==> src/rtl/fetch_unit_if.sv <==
// ----------------------------------------------------------------------------
// fetch_unit_if -- instruction-memory request/response bus.
//   imem_req   : fetch request (master -> slave)
//   imem_addr  : 32-bit fetch address, held while a request is outstanding
//   imem_ready : response valid for the outstanding request (slave -> master)
//   imem_rdata : 32-bit instruction word returned with imem_ready
// The master modport is used by the fetch unit, the slave modport by memory.
// ----------------------------------------------------------------------------
interface fetch_unit_if;
    localparam int unsigned XLEN = 32;

    logic            imem_req;
    logic [XLEN-1:0] imem_addr;
    logic            imem_ready;
    logic [XLEN-1:0] imem_rdata;

    modport master (
        output imem_req,
        output imem_addr,
        input  imem_ready,
        input  imem_rdata
    );

    modport slave (
        input  imem_req,
        input  imem_addr,
        output imem_ready,
        output imem_rdata
    );
endinterface

==> src/rtl/fetch_unit.sv <==
// ----------------------------------------------------------------------------
// fetch_unit -- instruction fetch stage with IF/ID pipeline register.
//
// Fetches instructions from memory through fetch_unit_if (master side), buffers
// a returned word when the pipeline is stalled, and redirects on modify_pc.
// A redirect issued while a request is still outstanding drains that response
// in DROP before fetching from the new address.
//
// Ports:
//   clk, rst_n            clock, asynchronous active-low reset
//   pc_en                 PC advance enable from the hazard unit
//   if_id_pipeline_en     IF/ID load enable
//   if_id_pipeline_flush  IF/ID bubble insert (wins over enable)
//   modify_pc, pc_target  redirect request and its target address
//   imem_bus              instruction memory bus (req/addr/ready/rdata)
//   if_id_pc/instr/valid  IF/ID pipeline register contents
//   fetch_stall           combinational: fetch waiting on memory
//
// Parameter:
//   RESET_PC              first fetch address after reset
//
// Optional feature (macro FETCH_PERF_CNT_EN):
//   perf_stall_cnt        wrapping count of cycles with fetch_stall=1
//   perf_redirect_cnt     wrapping count of cycles with modify_pc=1
// ----------------------------------------------------------------------------
module fetch_unit #(
    parameter logic [31:0] RESET_PC = 32'h0000_0000
) (
    input  logic                clk,
    input  logic                rst_n,
    input  logic                pc_en,
    input  logic                if_id_pipeline_en,
    input  logic                if_id_pipeline_flush,
    input  logic                modify_pc,
    input  logic [31:0]         pc_target,
    fetch_unit_if.master        imem_bus,
    output logic [31:0]         if_id_pc,
    output logic [31:0]         if_id_instr,
    output logic                if_id_valid,
`ifdef FETCH_PERF_CNT_EN
    output logic [31:0]         perf_stall_cnt,
    output logic [31:0]         perf_redirect_cnt,
`endif
    output logic                fetch_stall
);

    localparam int unsigned      XLEN      = 32;
    localparam logic [XLEN-1:0]  NOP_INSTR = 32'h0000_0013;
    localparam logic [XLEN-1:0]  PC_STEP   = 32'd4;

    typedef enum logic [1:0] {
        IDLE  = 2'd0,
        FETCH = 2'd1,
        HOLD  = 2'd2,
        DROP  = 2'd3
    } state_e;

    state_e          state_q, state_d;
    logic [XLEN-1:0] pc_q, pc_d;
    logic [XLEN-1:0] hold_q, hold_d;
    logic            imem_req_q, imem_req_d;
    logic [XLEN-1:0] imem_addr_q, imem_addr_d;
    logic [XLEN-1:0] if_id_pc_q, if_id_pc_d;
    logic [XLEN-1:0] if_id_instr_q, if_id_instr_d;
    logic            if_id_valid_q, if_id_valid_d;

    logic [XLEN-1:0] pc_inc;
    logic [XLEN-1:0] redirect_pc;
    logic            bubble;
    logic            load_word;
    logic [XLEN-1:0] word;

    // Target is word-aligned; the low bits are intentionally ignored.
    logic unused_pc_target_lsbs;
    assign unused_pc_target_lsbs = ^pc_target[1:0];

    assign pc_inc      = pc_q + PC_STEP;
    assign redirect_pc = {pc_target[XLEN-1:2], 2'b00};

    // State and pipeline registers.
    always_ff @(posedge clk or negedge rst_n) begin
        if (!rst_n) begin
            state_q       <= IDLE;
            pc_q          <= RESET_PC;
            hold_q        <= '0;
            imem_req_q    <= 1'b0;
            imem_addr_q   <= RESET_PC;
            if_id_pc_q    <= '0;
            if_id_instr_q <= NOP_INSTR;
            if_id_valid_q <= 1'b0;
        end else begin
            state_q       <= state_d;
            pc_q          <= pc_d;
            hold_q        <= hold_d;
            imem_req_q    <= imem_req_d;
            imem_addr_q   <= imem_addr_d;
            if_id_pc_q    <= if_id_pc_d;
            if_id_instr_q <= if_id_instr_d;
            if_id_valid_q <= if_id_valid_d;
        end
    end

    // Next-state, PC, hold buffer and IF/ID update.
    always_comb begin
        state_d       = state_q;
        pc_d          = pc_q;
        hold_d        = hold_q;
        if_id_pc_d    = if_id_pc_q;
        if_id_instr_d = if_id_instr_q;
        if_id_valid_d = if_id_valid_q;
        bubble        = 1'b0;
        load_word     = 1'b0;
        word          = NOP_INSTR;

        unique case (state_q)
            IDLE: begin
                state_d = FETCH;
            end

            FETCH: begin
                if (modify_pc) begin
                    // Same-cycle data is dropped; an unanswered request must drain first.
                    pc_d    = redirect_pc;
                    hold_d  = '0;
                    state_d = imem_bus.imem_ready ? FETCH : DROP;
                    bubble  = if_id_pipeline_en;
                end else if (imem_bus.imem_ready) begin
                    if (pc_en && if_id_pipeline_en) begin
                        load_word = 1'b1;
                        word      = imem_bus.imem_rdata;
                        pc_d      = pc_inc;
                    end else begin
                        hold_d  = imem_bus.imem_rdata;
                        state_d = HOLD;
                        bubble  = if_id_pipeline_en;
                    end
                end else begin
                    bubble = if_id_pipeline_en;
                end
            end

            HOLD: begin
                if (modify_pc) begin
                    pc_d    = redirect_pc;
                    hold_d  = '0;
                    state_d = FETCH;
                    bubble  = if_id_pipeline_en;
                end else if (pc_en && if_id_pipeline_en) begin
                    load_word = 1'b1;
                    word      = hold_q;
                    pc_d      = pc_inc;
                    hold_d    = '0;
                    state_d   = FETCH;
                end else begin
                    bubble = if_id_pipeline_en;
                end
            end

            DROP: begin
                // A further redirect while draining just retargets the pc.
                if (modify_pc) begin
                    pc_d   = redirect_pc;
                    hold_d = '0;
                end
                if (imem_bus.imem_ready) begin
                    state_d = FETCH;
                end
                bubble = if_id_pipeline_en;
            end

            default: begin
                state_d = IDLE;
            end
        endcase

        // Flush overrides any load or hold of the IF/ID register.
        if (if_id_pipeline_flush || bubble) begin
            if_id_pc_d    = pc_q;
            if_id_instr_d = NOP_INSTR;
            if_id_valid_d = 1'b0;
        end else if (load_word) begin
            if_id_pc_d    = pc_q;
            if_id_instr_d = word;
            if_id_valid_d = 1'b1;
        end
    end

    // Request registers: address frozen while draining in DROP.
    always_comb begin
        imem_req_d  = (state_d == FETCH) || (state_d == DROP);
        imem_addr_d = (state_d == DROP) ? imem_addr_q : pc_d;
    end

    assign imem_bus.imem_req  = imem_req_q;
    assign imem_bus.imem_addr = imem_addr_q;

    assign fetch_stall = ((state_q == FETCH) && !imem_bus.imem_ready) || (state_q == DROP);

    assign if_id_pc    = if_id_pc_q;
    assign if_id_instr = if_id_instr_q;
    assign if_id_valid = if_id_valid_q;

`ifdef FETCH_PERF_CNT_EN
    logic [XLEN-1:0] perf_stall_q;
    logic [XLEN-1:0] perf_redirect_q;

    // Free-running wrapping event counters.
    always_ff @(posedge clk or negedge rst_n) begin
        if (!rst_n) begin
            perf_stall_q    <= '0;
            perf_redirect_q <= '0;
        end else begin
            if (fetch_stall) begin
                perf_stall_q <= perf_stall_q + XLEN'(1);
            end
            if (modify_pc) begin
                perf_redirect_q <= perf_redirect_q + XLEN'(1);
            end
        end
    end

    assign perf_stall_cnt    = perf_stall_q;
    assign perf_redirect_cnt = perf_redirect_q;
`endif

endmodule

==> src/flat_wrapper.sv <==
// flat-port wrapper written by rule: the top's interface ports become plain ports
module fetch_unit_flat 
#(
    parameter logic [31:0] RESET_PC = 32'h0000_0000
)
  (clk, rst_n, pc_en, if_id_pipeline_en, if_id_pipeline_flush, modify_pc, pc_target, if_id_pc, if_id_instr, if_id_valid, fetch_stall, imem_bus_imem_req, imem_bus_imem_addr, imem_bus_imem_ready, imem_bus_imem_rdata);
  fetch_unit_if imem_bus_i ();
  input  logic clk;
  input  logic rst_n;
  input  logic pc_en;
  input  logic if_id_pipeline_en;
  input  logic if_id_pipeline_flush;
  input  logic modify_pc;
  input  logic [31:0] pc_target;
  output logic [31:0] if_id_pc;
  output logic [31:0] if_id_instr;
  output logic if_id_valid;
  output logic fetch_stall;
  output wire logic [$bits(imem_bus_i.imem_req)-1:0] imem_bus_imem_req;
  output wire logic [$bits(imem_bus_i.imem_addr)-1:0] imem_bus_imem_addr;
  input wire logic [$bits(imem_bus_i.imem_ready)-1:0] imem_bus_imem_ready;
  input wire logic [$bits(imem_bus_i.imem_rdata)-1:0] imem_bus_imem_rdata;
  assign imem_bus_imem_req = imem_bus_i.imem_req;
  assign imem_bus_imem_addr = imem_bus_i.imem_addr;
  assign imem_bus_i.imem_ready = imem_bus_imem_ready;
  assign imem_bus_i.imem_rdata = imem_bus_imem_rdata;
  fetch_unit #(.RESET_PC(RESET_PC)) u_core (.clk(clk), .rst_n(rst_n), .pc_en(pc_en), .if_id_pipeline_en(if_id_pipeline_en), .if_id_pipeline_flush(if_id_pipeline_flush), .modify_pc(modify_pc), .pc_target(pc_target), .imem_bus(imem_bus_i), .if_id_pc(if_id_pc), .if_id_instr(if_id_instr), .if_id_valid(if_id_valid), .fetch_stall(fetch_stall));
endmodule
==> config.mk <==
export PLATFORM = sky130hd
export DESIGN_NAME = fetch_unit_flat
export DESIGN_NICKNAME = d
export VERILOG_FILES = /design/src/rtl/fetch_unit_if.sv /design/src/rtl/fetch_unit.sv /design/src/flat_wrapper.sv
export SDC_FILE = /design/constraint.sdc
export NUM_CORES = 1
export LEC_CHECK = 0
export BUFFER_PORTS_ARGS = -buffer_cell sky130_fd_sc_hd__buf_2
export CORE_ASPECT_RATIO = 0.75
export CORE_MARGIN = 4
export CORE_UTILIZATION = 31
export DETAILED_ROUTE_END_ITERATION = 16
export REMOVE_ABC_BUFFERS = 1
export SETUP_SLACK_MARGIN = 0.4
export SLEW_MARGIN = 20
export SYNTH_ARGS = -nofsm -noshare
export SYNTH_HDL_FRONTEND = slang
export SYNTH_SLANG_ARGS = --single-unit
export TNS_END_PERCENT = 1
==> constraint.sdc <==
create_clock -name clk -period 2.5 [get_ports clk]
set_input_delay 0.125 -clock clk [delete_from_list [all_inputs] [get_ports clk]]
set_output_delay 0.125 -clock clk [all_outputs]
set_load 0.005 [all_outputs]
==> impl_metrics.json, run 1 <==
{
  "outcome": "finished clean",
  "clock_latency_ns": 0.43,
  "post_drt_wl_per_cell_um": 20.4,
  "slew_violations": 0,
  "nFillCells": 2443,
  "worst-path-buf-inv": 2,
  "yosys.area.top_type": "dfrtp_1",
  "min_period_over_period_pct": 92.0,
  "whs_ns": 0.0199,
  "fmax_ghz": 0.435,
  "yosysUniqueCellTypes": 71,
  "placed_area_sq_um": 9680,
  "holdPathStages": 3,
  "grt-ovfl-total": 0,
  "syn2layout_area_growth_pct": 37.5,
  "r2r_end": "u_core.if_id_pc[17]",
  "ioPinCount": 170,
  "rr_worst_depth": 9,
  "power_density_nw_per_um2": 1190,
  "cap_violations": 0,
  "power.switching_mw": 5.03,
  "rrSetupSlack_ns": 0.20,
  "numClockSinks": 163,
  "min_to": "u_core.pc_q[31]",
  "crit_arrival_ns": 2.61,
  "power_mw": 13.2,
  "htree_levels": 4,
  "port_buffers": 167,
  "root_buffer": "clkbuf_16",
  "dieHeight_um": 148,
  "cts_buffers": 17,
  "internal-power_mw": 8.15,
  "finalNetCount": 1076,
  "dieWidth_um": 194,
  "synth_ff_type": "dfrtp_1",
  "stdcell_area_sq_um": 11100,
  "worst-path-max-fanout": 7,
  "tightest_slew_ns": 0.669,
  "rows": 50,
  "grt_pass1_vias": 7084,
  "grt_max_degree": 60,
  "firstDrtPassIters": 5,
  "hold_class": "in2reg",
  "slew_headroom_pct": 55.4,
  "yosysSeqAreaShare_pct": 50.6,
  "cts_tree": "done",
  "syn_inst": 757,
  "critPathMaxStageDelay_ns": 0.46,
  "synth_top_cell_area_share_pct": 49.6,
  "antenna_found_initial": 4,
  "sw_frac_of_total_pct": 38.2,
  "avgSynthCellArea_sq_um": 10.7,
  "path_cells": "ha_4, nor2b_4, nor3b_2, o21bai_1, a31oi_1, nor2b_4, buf_12, clkbuf_16, mux2_2",
  "fin_skew_ns": 0.0157,
  "period_needed_ns": 2.30,
  "power_frac_seq_pct": 32.0,
  "yosysWarnings": 0,
  "grt_usage_pct": 18.7,
  "via_per_inst": 5.42,
  "layout_common_cells": "166 x buf_2, 159 x dfrtp_1, 62 x nand2_1, 60 x buf_4, 59 x mux2_2",
  "drc": 0,
  "synth-edff-count": 0,
  "grt_first_pass_wirelength_um": 42600,
  "synthArstFlopShare_pct": 100,
  "crit_path_end_kind": "flop",
  "critPathKind": "reg2reg",
  "die-area_sq_um": 28700,
  "syn_area_sq_um": 8080,
  "cp_common_cell": "nor2b_4",
  "slowest_stage": "dfrtp_2",
  "power_frac_clock_pct": 21.9,
  "core_area_sq_um": 25300,
  "path_clk_slew_ns": 0.07,
  "clockBufferDepth": 2,
  "finalSetupViolations": 0,
  "drt-total-wl_um": 27600,
  "final_layout_size_suffix_gt1_share_pct": 37.5,
  "diodes": 0,
  "worstHoldStart": "pc_target[31]",
  "dp_hpwl_um": 18600,
  "ys_ff_latch": 163,
  "crit_family": "simple AND/OR/NAND/NOR gates",
  "p_leak_nw": 5.14,
  "pwr-share-comb_pct": 46.1,
  "ant_nets": 0,
  "via_count": 7324,
  "layout_commonest_cell": "buf_2",
  "initial_utilization_pct": 32.0,
  "ir_drop_mv": 0.506,
  "worstPathRequired_ns": 2.81,
  "rsz0062_at_grt": "yes",
  "drt_iter0_drc": 569,
  "gp_congestion": 0.902,
  "cp-start-kind": "flop",
  "hold_viol": 0,
  "timing.rr.start": "u_core.state_q[0]",
  "ys_top_cells_by_area": "dfrtp_1 50%, mux2_2 8.2%, a32oi_1 3.7%, o41ai_1 3.5%, o2bb2ai_1 3.3%"
}
cells in the mapped netlist, types with 5 or more instances:
| master | n |
|---|---|
| o41ai_1 | 32 |
| a32oi_1 | 34 |
| buf_4 | 5 |
| nor4_1 | 6 |
| nor3_1 | 11 |
| a221o_1 | 8 |
| a21oi_1 | 16 |
| nor2_1 | 36 |
| and3_1 | 10 |
| a22oi_1 | 6 |
| dfrtp_1 | 160 |
| clkbuf_1 | 37 |
| nand4_1 | 11 |
| o211ai_1 | 6 |
| inv_1 | 46 |
| o2bb2ai_1 | 30 |
| buf_2 | 17 |
| o21a_1 | 5 |
| or3_1 | 5 |
| o21ai_0 | 33 |
| nand2_1 | 63 |
| mux2i_1 | 10 |
| nand2b_1 | 5 |
| ha_1 | 5 |
| nand3_1 | 14 |
| mux2_2 | 59 |
| a31oi_1 | 7 |
cell type report:
type / instances / area, sq um / share of cell area, %
Tap cell: 338 / 423 / 3.81
Timing Repair Buffer: 285 / 2070 / 18.7
Clock inverter: 13 / 198 / 1.78
Inverter: 46 / 175 / 1.58
Multi-Input combinational cell: 487 / 3700 / 33.4
Clock buffer: 19 / 443 / 3.99
Sequential cell: 163 / 4080 / 36.8
registers in the layout, summed over array words and instances (netlist names):
register                   count
u_core.if_id_pc               32
u_core.if_id_instr            32
u_core.pc_q                   32
u_core.state_q                 2
u_core.if_id_valid             1
u_core.imem_bus.imem_addr     32
u_core.hold_q                 32
worst min-delay path, stage by stage:
cell	delay, ns
buf_2	0.11
a221oi_1	0.07
o21ai_0	0.09
worst max path at each step:
stage / startpoint / to / slack, ns / depth (start not counted)
floorplan: u_core.state_q[0] / u_core.if_id_pc[0] / -2.38 / 6
global placement: u_core.state_q[1] / u_core.imem_bus.imem_addr[16] / 0.02 / 8
detailed placement: u_core.state_q[0] / u_core.if_id_pc[1] / 0.003 / 8
CTS: u_core.state_q[0] / u_core.if_id_pc[20] / 0.26 / 9
global route: u_core.pc_q[3] / u_core.imem_bus.imem_addr[20] / 0.15 / 8
finish: u_core.state_q[0] / u_core.if_id_pc[17] / 0.20 / 9
layer usage:
layer / part of all wire [%] / GRT usage, % / up-vias
li1: - / - / 3357
met1: 48 / 28.3 / 3633
met2: 43 / 26.6 / 291
met3: 7.1 / 4.76 / 35
met4: 1.5 / 4.53 / 8
met5: 0.16 / 0 / -
power by group through the flow:
| stage | clock network (mW) | logic (mW) | registers (mW) |
|---|---|---|---|
| detailed placement | 0 | 5.37 | 4.24 |
| CTS | 2.97 | 5.92 | 4.20 |
| finish | 2.89 | 6.07 | 4.22 |
| floorplan | 0 | 2.86 | 4.17 |
| global placement | 0 | 5.30 | 4.21 |
| global route | 3.07 | 6.59 | 4.34 |
cells by family after synthesis:
kind of cell	after synthesis	synth area share, %
xor gates and xnor gates	4	0.434
buffers and inverters	107	5.48
DFF	163	50.6
AOI/OAI and AO/OA	223	21.3
muxes	70	9.61
adders and majority gates	5	0.775
and+or+nand+nor	185	11.8
what timing repair did:
action | CTS | global route
setup buffers | 9 | 5
setup endpoints to repair | 149 | 144
resized for setup | 26 | 12
hold buffers | 39 | 0
gates cloned | 3 | 1
endpoints found under the hold margin | 92 | 0
pin swaps | 3 | 4
stage by stage:
step,setup TNS [ns],std cells,setup WS (ns),utilization [%]
finish,0,1351,0.200,43.9
detailed placement,0,1262,0.00300,38.3
CTS,0,1345,0.256,43.5
global route,0,1351,0.153,43.9
floorplan,-219.84,696,-2.38,-
global placement,0,1262,0.0204,38.3
Power figures use the tool's default switching activity.
==> run 2: changes to the inputs <==
- PLACE_DENSITY: default -> 0.61
- REMOVE_ABC_BUFFERS: 1 -> default
- clock period: 2.5 -> 2.3 ns (I/O delays scaled with it)
==> run 2 against run 1 <==
Via count grew 2.5%. Worst hold slack lost 0.013 ns. Sequential cell count is the same. Clock-buffer cell count grew 1. Largest power group unchanged.
==> impl_metrics.json, run 2 (synthesis results as in run 1) <==
{
  "tightest_slew_ns": 0.675,
  "drc": 0,
  "grt-ovfl-total": 0,
  "ir_drop_mv": 0.643,
  "clock_latency_ns": 0.43,
  "p_leak_nw": 5.64,
  "gp_congestion": 0.913,
  "drt_iter0_drc": 626,
  "cts_tree": "done",
  "via_count": 7507,
  "min_period_over_period_pct": 99.3,
  "min_to": "u_core.pc_q[20]",
  "dieHeight_um": 148,
  "core_area_sq_um": 25300,
  "port_buffers": 167,
  "holdPathStages": 3,
  "grt_pass1_vias": 7609,
  "worst-path-max-fanout": 7,
  "ant_nets": 0,
  "hold_viol": 0,
  "via_per_inst": 5.42,
  "grt_max_degree": 68,
  "r2r_end": "u_core.imem_bus.imem_addr[7]",
  "clockBufferDepth": 2,
  "fin_skew_ns": 0.00818,
  "syn_nets": 833,
  "power_mw": 15.4,
  "timing.rr.start": "u_core.state_q[0]",
  "dp_hpwl_um": 19500,
  "post-route-util_pct": 47.7,
  "final_layout_size_suffix_gt1_share_pct": 49.2,
  "layout_commonest_cell": "buf_2",
  "hold_class": "in2reg",
  "critPathKind": "reg2reg",
  "power_frac_clock_pct": 18.6,
  "cp-start-kind": "flop",
  "antenna_found_initial": 2,
  "crit_path_end_kind": "flop",
  "grt_usage_pct": 19.6,
  "numClockSinks": 163,
  "placed_area_sq_um": 10100,
  "die-area_sq_um": 28700,
  "ioPinCount": 170,
  "htree_levels": 4,
  "dieWidth_um": 194,
  "syn2layout_area_growth_pct": 49.4,
  "power_frac_seq_pct": 29.9,
  "finalSetupViolations": 0,
  "whs_ns": 0.00726,
  "dpl.cell_count": 1301,
  "post_drt_wl_per_cell_um": 20.5,
  "rsz0062_at_grt": "yes",
  "grt_first_pass_wirelength_um": 44300,
  "initial_utilization_pct": 32.0,
  "final_cells": 1386,
  "crit_arrival_ns": 2.60,
  "power.switching_mw": 5.90,
  "pwr-share-comb_pct": 51.5,
  "internal-power_mw": 9.50,
  "sw_frac_of_total_pct": 38.3,
  "worstHoldStart": "pc_target[20]",
  "drt-total-wl_um": 28400,
  "finalNetCount": 1112,
  "firstDrtPassIters": 5,
  "layout_common_cells": "166 x buf_2, 156 x dfrtp_1, 82 x buf_4, 42 x mux2_4, 41 x inv_1",
  "root_buffer": "clkbuf_16",
  "cts_buffers": 17,
  "worstPathRequired_ns": 2.61,
  "power_density_nw_per_um2": 1280,
  "cap_violations": 0,
  "rrSetupSlack_ns": 0.02,
  "period_needed_ns": 2.28,
  "slew_headroom_pct": 55.0,
  "path_clk_slew_ns": 0.06,
  "outcome": "finished clean",
  "rr_worst_depth": 8,
  "stdcell_area_sq_um": 12100,
  "rows": 50,
  "slew_violations": 0,
  "fmax_ghz": 0.438
}
run 2: how the worst max path moves through the flow:
| stage | startpoint | end | slack (ns) |
|---|---|---|---|
| after floorplan | u_core.state_q[1] | u_core.if_id_pc[10] | 0.17 |
| after global placement | u_core.state_q[0] | u_core.imem_bus.imem_addr[18] | -0.02 |
| after detailed placement | u_core.state_q[0] | u_core.imem_bus.imem_addr[31] | -0.10 |
| after CTS | u_core.state_q[1] | u_core.imem_bus.imem_addr[29] | 0.01 |
| after global routing | u_core.state_q[0] | u_core.if_id_pc[16] | -0.07 |
| final | u_core.state_q[0] | u_core.imem_bus.imem_addr[7] | 0.02 |
run 2: final cells by class:
| cell class | count | area (sq um) |
|---|---|---|
| multi-input cells | 487 | 4420 |
| diodes | 1 | 2.50 |
| inverters | 46 | 175 |
| clock inverters | 10 | 135 |
| flip-flops and latches | 163 | 4090 |
| repair buffers | 321 | 2380 |
| well taps | 338 | 423 |
| fillers | 2359 | 13200 |
| clock buffers | 20 | 447 |
run 2: critical path, cell delays in order (launching register included):
cell and delay [ns]:
dfrtp_2 0.42, buf_6 0.14, ha_4 0.19, nor2b_4 0.16, or4_4 0.46, or3_4 0.34, o211ai_2 0.07, a22oi_2 0.12
mux2_2 0.27
run 2: what timing repair did:
action                     4_1_cts  5_1_grt
hold buffers                    39        0
cloned                           2        0
setup endpoints to repair      155      159
pin swaps                       61       45
buffers inserted                11        2
hold endpoints to repair        98        0
resized for setup              164       50
run 2: per-stage QoR:
stage               setup WS, ns  setup TNS (ns)
detailed placement        -0.103           -2.06
global route             -0.0743           -2.84
floorplan                  0.168               0
CTS                       0.0145               0
global placement         -0.0180          -0.294
finish                    0.0172               0
run 2: power by group through the flow:
stage	clock network, mW	logic, mW	registers [mW]
after floorplan	0	3.54	4.51
after global placement	0	6.34	4.54
after detailed placement	0	6.46	4.56
after CTS	2.94	7.53	4.56
after global routing	3.05	8.52	4.72
final	2.87	7.93	4.60
run 2: per-layer routing:
metal	track usage (%)	share of wire (%)
met1	29.3	48
met2	28.4	44
met3	4.81	6.8
met4	4.92	1.4
met5	0	0.070
==> run 3: changes to the inputs <==
- CORE_UTILIZATION: 31 -> 30
- PLACE_DENSITY: 0.61 -> 0.6
==> run 3 against run 2 <==
The flow now finishes with violations (setup timing). Die area up 3.2%. Final area shrank 4.6%. Maximum frequency is 4.5% lower. Wire length fell by 3.1%. Sequential share of layout area is 1.6 points higher. Global-route usage fell by 1.0 points. Power is 2.8% lower. Critical path depth up 1. Worst setup slack got worse by 0.11 ns. Clock skew is 0.0086 ns higher. Critical endpoint unchanged. Largest cell class is now flip-flops and latches.
==> impl_metrics.json, run 3 (synthesis results as in run 1) <==
{
  "firstDrtPassIters": 5,
  "layout_commonest_cell": "buf_2",
  "grt_first_pass_wirelength_um": 43000,
  "cp-start-kind": "flop",
  "drt-total-wl_um": 27500,
  "cap_violations": 0,
  "root_buffer": "clkbuf_16",
  "layout_common_cells": "166 x buf_2, 157 x dfrtp_1, 78 x buf_4, 61 x nand2_1, 41 x inv_1",
  "power_density_nw_per_um2": 1300,
  "clock_latency_ns": 0.44,
  "placed_area_sq_um": 10000,
  "port_buffers": 167,
  "p_leak_nw": 5.38,
  "rr_worst_depth": 9,
  "hold_class": "in2reg",
  "ioPinCount": 170,
  "antenna_found_initial": 1,
  "via_per_inst": 5.34,
  "diodes": 0,
  "min_to": "u_core.pc_q[24]",
  "numClockSinks": 163,
  "dieWidth_um": 197,
  "setup-tns-final_ns": -0.351,
  "clockBufferDepth": 2,
  "path_clk_slew_ns": 0.07,
  "rsz0062_at_grt": "yes",
  "tightest_slew_ns": 0.715,
  "crit_arrival_ns": 2.71,
  "worstPathRequired_ns": 2.62,
  "final_layout_size_suffix_gt1_share_pct": 41.7,
  "htree_levels": 4,
  "stdcell_area_sq_um": 11500,
  "grt-ovfl-total": 0,
  "r2r_end": "u_core.imem_bus.imem_addr[7]",
  "grt_usage_pct": 18.5,
  "fin_skew_ns": 0.0167,
  "finalSetupViolations": 30,
  "via_count": 7366,
  "violations": "setup timing",
  "outcome": "finished, violations left",
  "whs_ns": 0.00293,
  "holdPathStages": 3,
  "timing.rr.start": "u_core.state_q[0]",
  "min_period_over_period_pct": 104,
  "cts_buffers": 17,
  "grt_max_degree": 93,
  "period_needed_ns": 2.39,
  "crit_path_end_kind": "flop",
  "gp_congestion": 0.931,
  "worst-path-max-fanout": 6,
  "fmax_ghz": 0.418,
  "rrSetupSlack_ns": -0.09,
  "critPathKind": "reg2reg",
  "hold_viol": 0,
  "core_area_sq_um": 26200,
  "nFillCells": 2512,
  "drt_iter0_drc": 597,
  "ant_nets": 0,
  "syn2layout_area_growth_pct": 42.6,
  "ir_drop_mv": 0.770,
  "post_drt_wl_per_cell_um": 19.9,
  "slew_headroom_pct": 52.3,
  "cts_tree": "done",
  "post-route-util_pct": 43.9,
  "drc": 0,
  "grt_pass1_vias": 7401,
  "setup_ws_ns": -0.0898,
  "syn_nets": 833,
  "rows": 51,
  "dieHeight_um": 150,
  "finalNetCount": 1099,
  "worstHoldStart": "pc_target[24]",
  "die-area_sq_um": 29600,
  "dp_hpwl_um": 19600,
  "pre_cts_slack_ns": -0.194,
  "initial_utilization_pct": 30.8,
  "slew_violations": 0
}
-- run 3: changes by cell type in the layout (fill, tap and decap cells not counted), moves of 13 or more --
cell	previous run	this run
o2bb2ai_1	0	28
nand2_1	35	61
o2bb2ai_2	29	2
mux2_2	17	31
mux2_4	42	29
nand2_2	27	1
-- run 3: layout make-up --
| class | count | area [sq um] | share of cell area (%) |
|---|---|---|---|
| tap | 344 | 430 | 3.74 |
| inverter | 46 | 176 | 1.53 |
| clock inverter | 11 | 201 | 1.75 |
| clock buffer | 21 | 460 | 4.00 |
| timing repair buffer | 308 | 2210 | 19.2 |
| multi-input combinational | 487 | 3950 | 34.3 |
| sequential | 163 | 4090 | 35.5 |
-- run 3: critical path: stages, from the launching register on --
cell	delay, ns
dfrtp_2	0.41
buf_6	0.12
ha_4	0.15
buf_6	0.12
nor2b_4	0.15
or4_4	0.51
or3_4	0.34
o211ai_2	0.08
a22oi_2	0.12
mux2_4	0.27
-- run 3: power by group --
group	internal [mW]	leakage [nW]	total (mW)	switching, mW
Sequential	3.86	2.13	4.53	0.675
Clock	1.99	0.318	3.20	1.20
Combinational	3.53	2.93	7.23	3.71
-- run 3: stage by stage --
| step | std cells | power, mW |
|---|---|---|
| 6_report | 1380 | 15.0 |
| 5_1_grt | 1380 | 15.9 |
| 4_1_cts | 1380 | 14.8 |
| 3_5_place_dp | 1301 | 10.9 |
| 3_3_place_gp | 1301 | 10.8 |
| 2_1_floorplan | 757 | 8.05 |
-- run 3: repair_timing --
| item | 4_1_cts | 5_1_grt |
|---|---|---|
| pin swaps | 17 | 21 |
| hold buffers | 37 | 0 |
| setup endpoints to repair | 159 | 159 |
| hold endpoints to repair | 199 | 0 |
| cloned | 0 | 0 |
| resized for setup | 66 | 43 |
| setup buffers | 10 | 0 |
-- run 3: worst max-delay path by stage --
stage | from | to | slack, ns | cells after the start
CTS | u_core.state_q[0] | u_core.imem_bus.imem_addr[7] | -0.11 | 9
floorplan | u_core.state_q[1] | u_core.if_id_pc[10] | 0.17 | 10
finish | u_core.state_q[0] | u_core.imem_bus.imem_addr[7] | -0.09 | 9
detailed placement | u_core.state_q[0] | u_core.imem_bus.imem_addr[15] | -0.19 | 9
global placement | u_core.state_q[0] | u_core.imem_bus.imem_addr[15] | -0.14 | 8
global route | u_core.state_q[0] | u_core.if_id_instr[30] | -0.16 | 12
-- run 3: per-layer routing --
layer,wire (um),part of all wire [%],global-route usage (%)
met5,12,0.044,0
met4,230,0.84,3.64
met3,2250,8.2,5.51
met2,11900,43,27.3
met1,13100,48,27.2
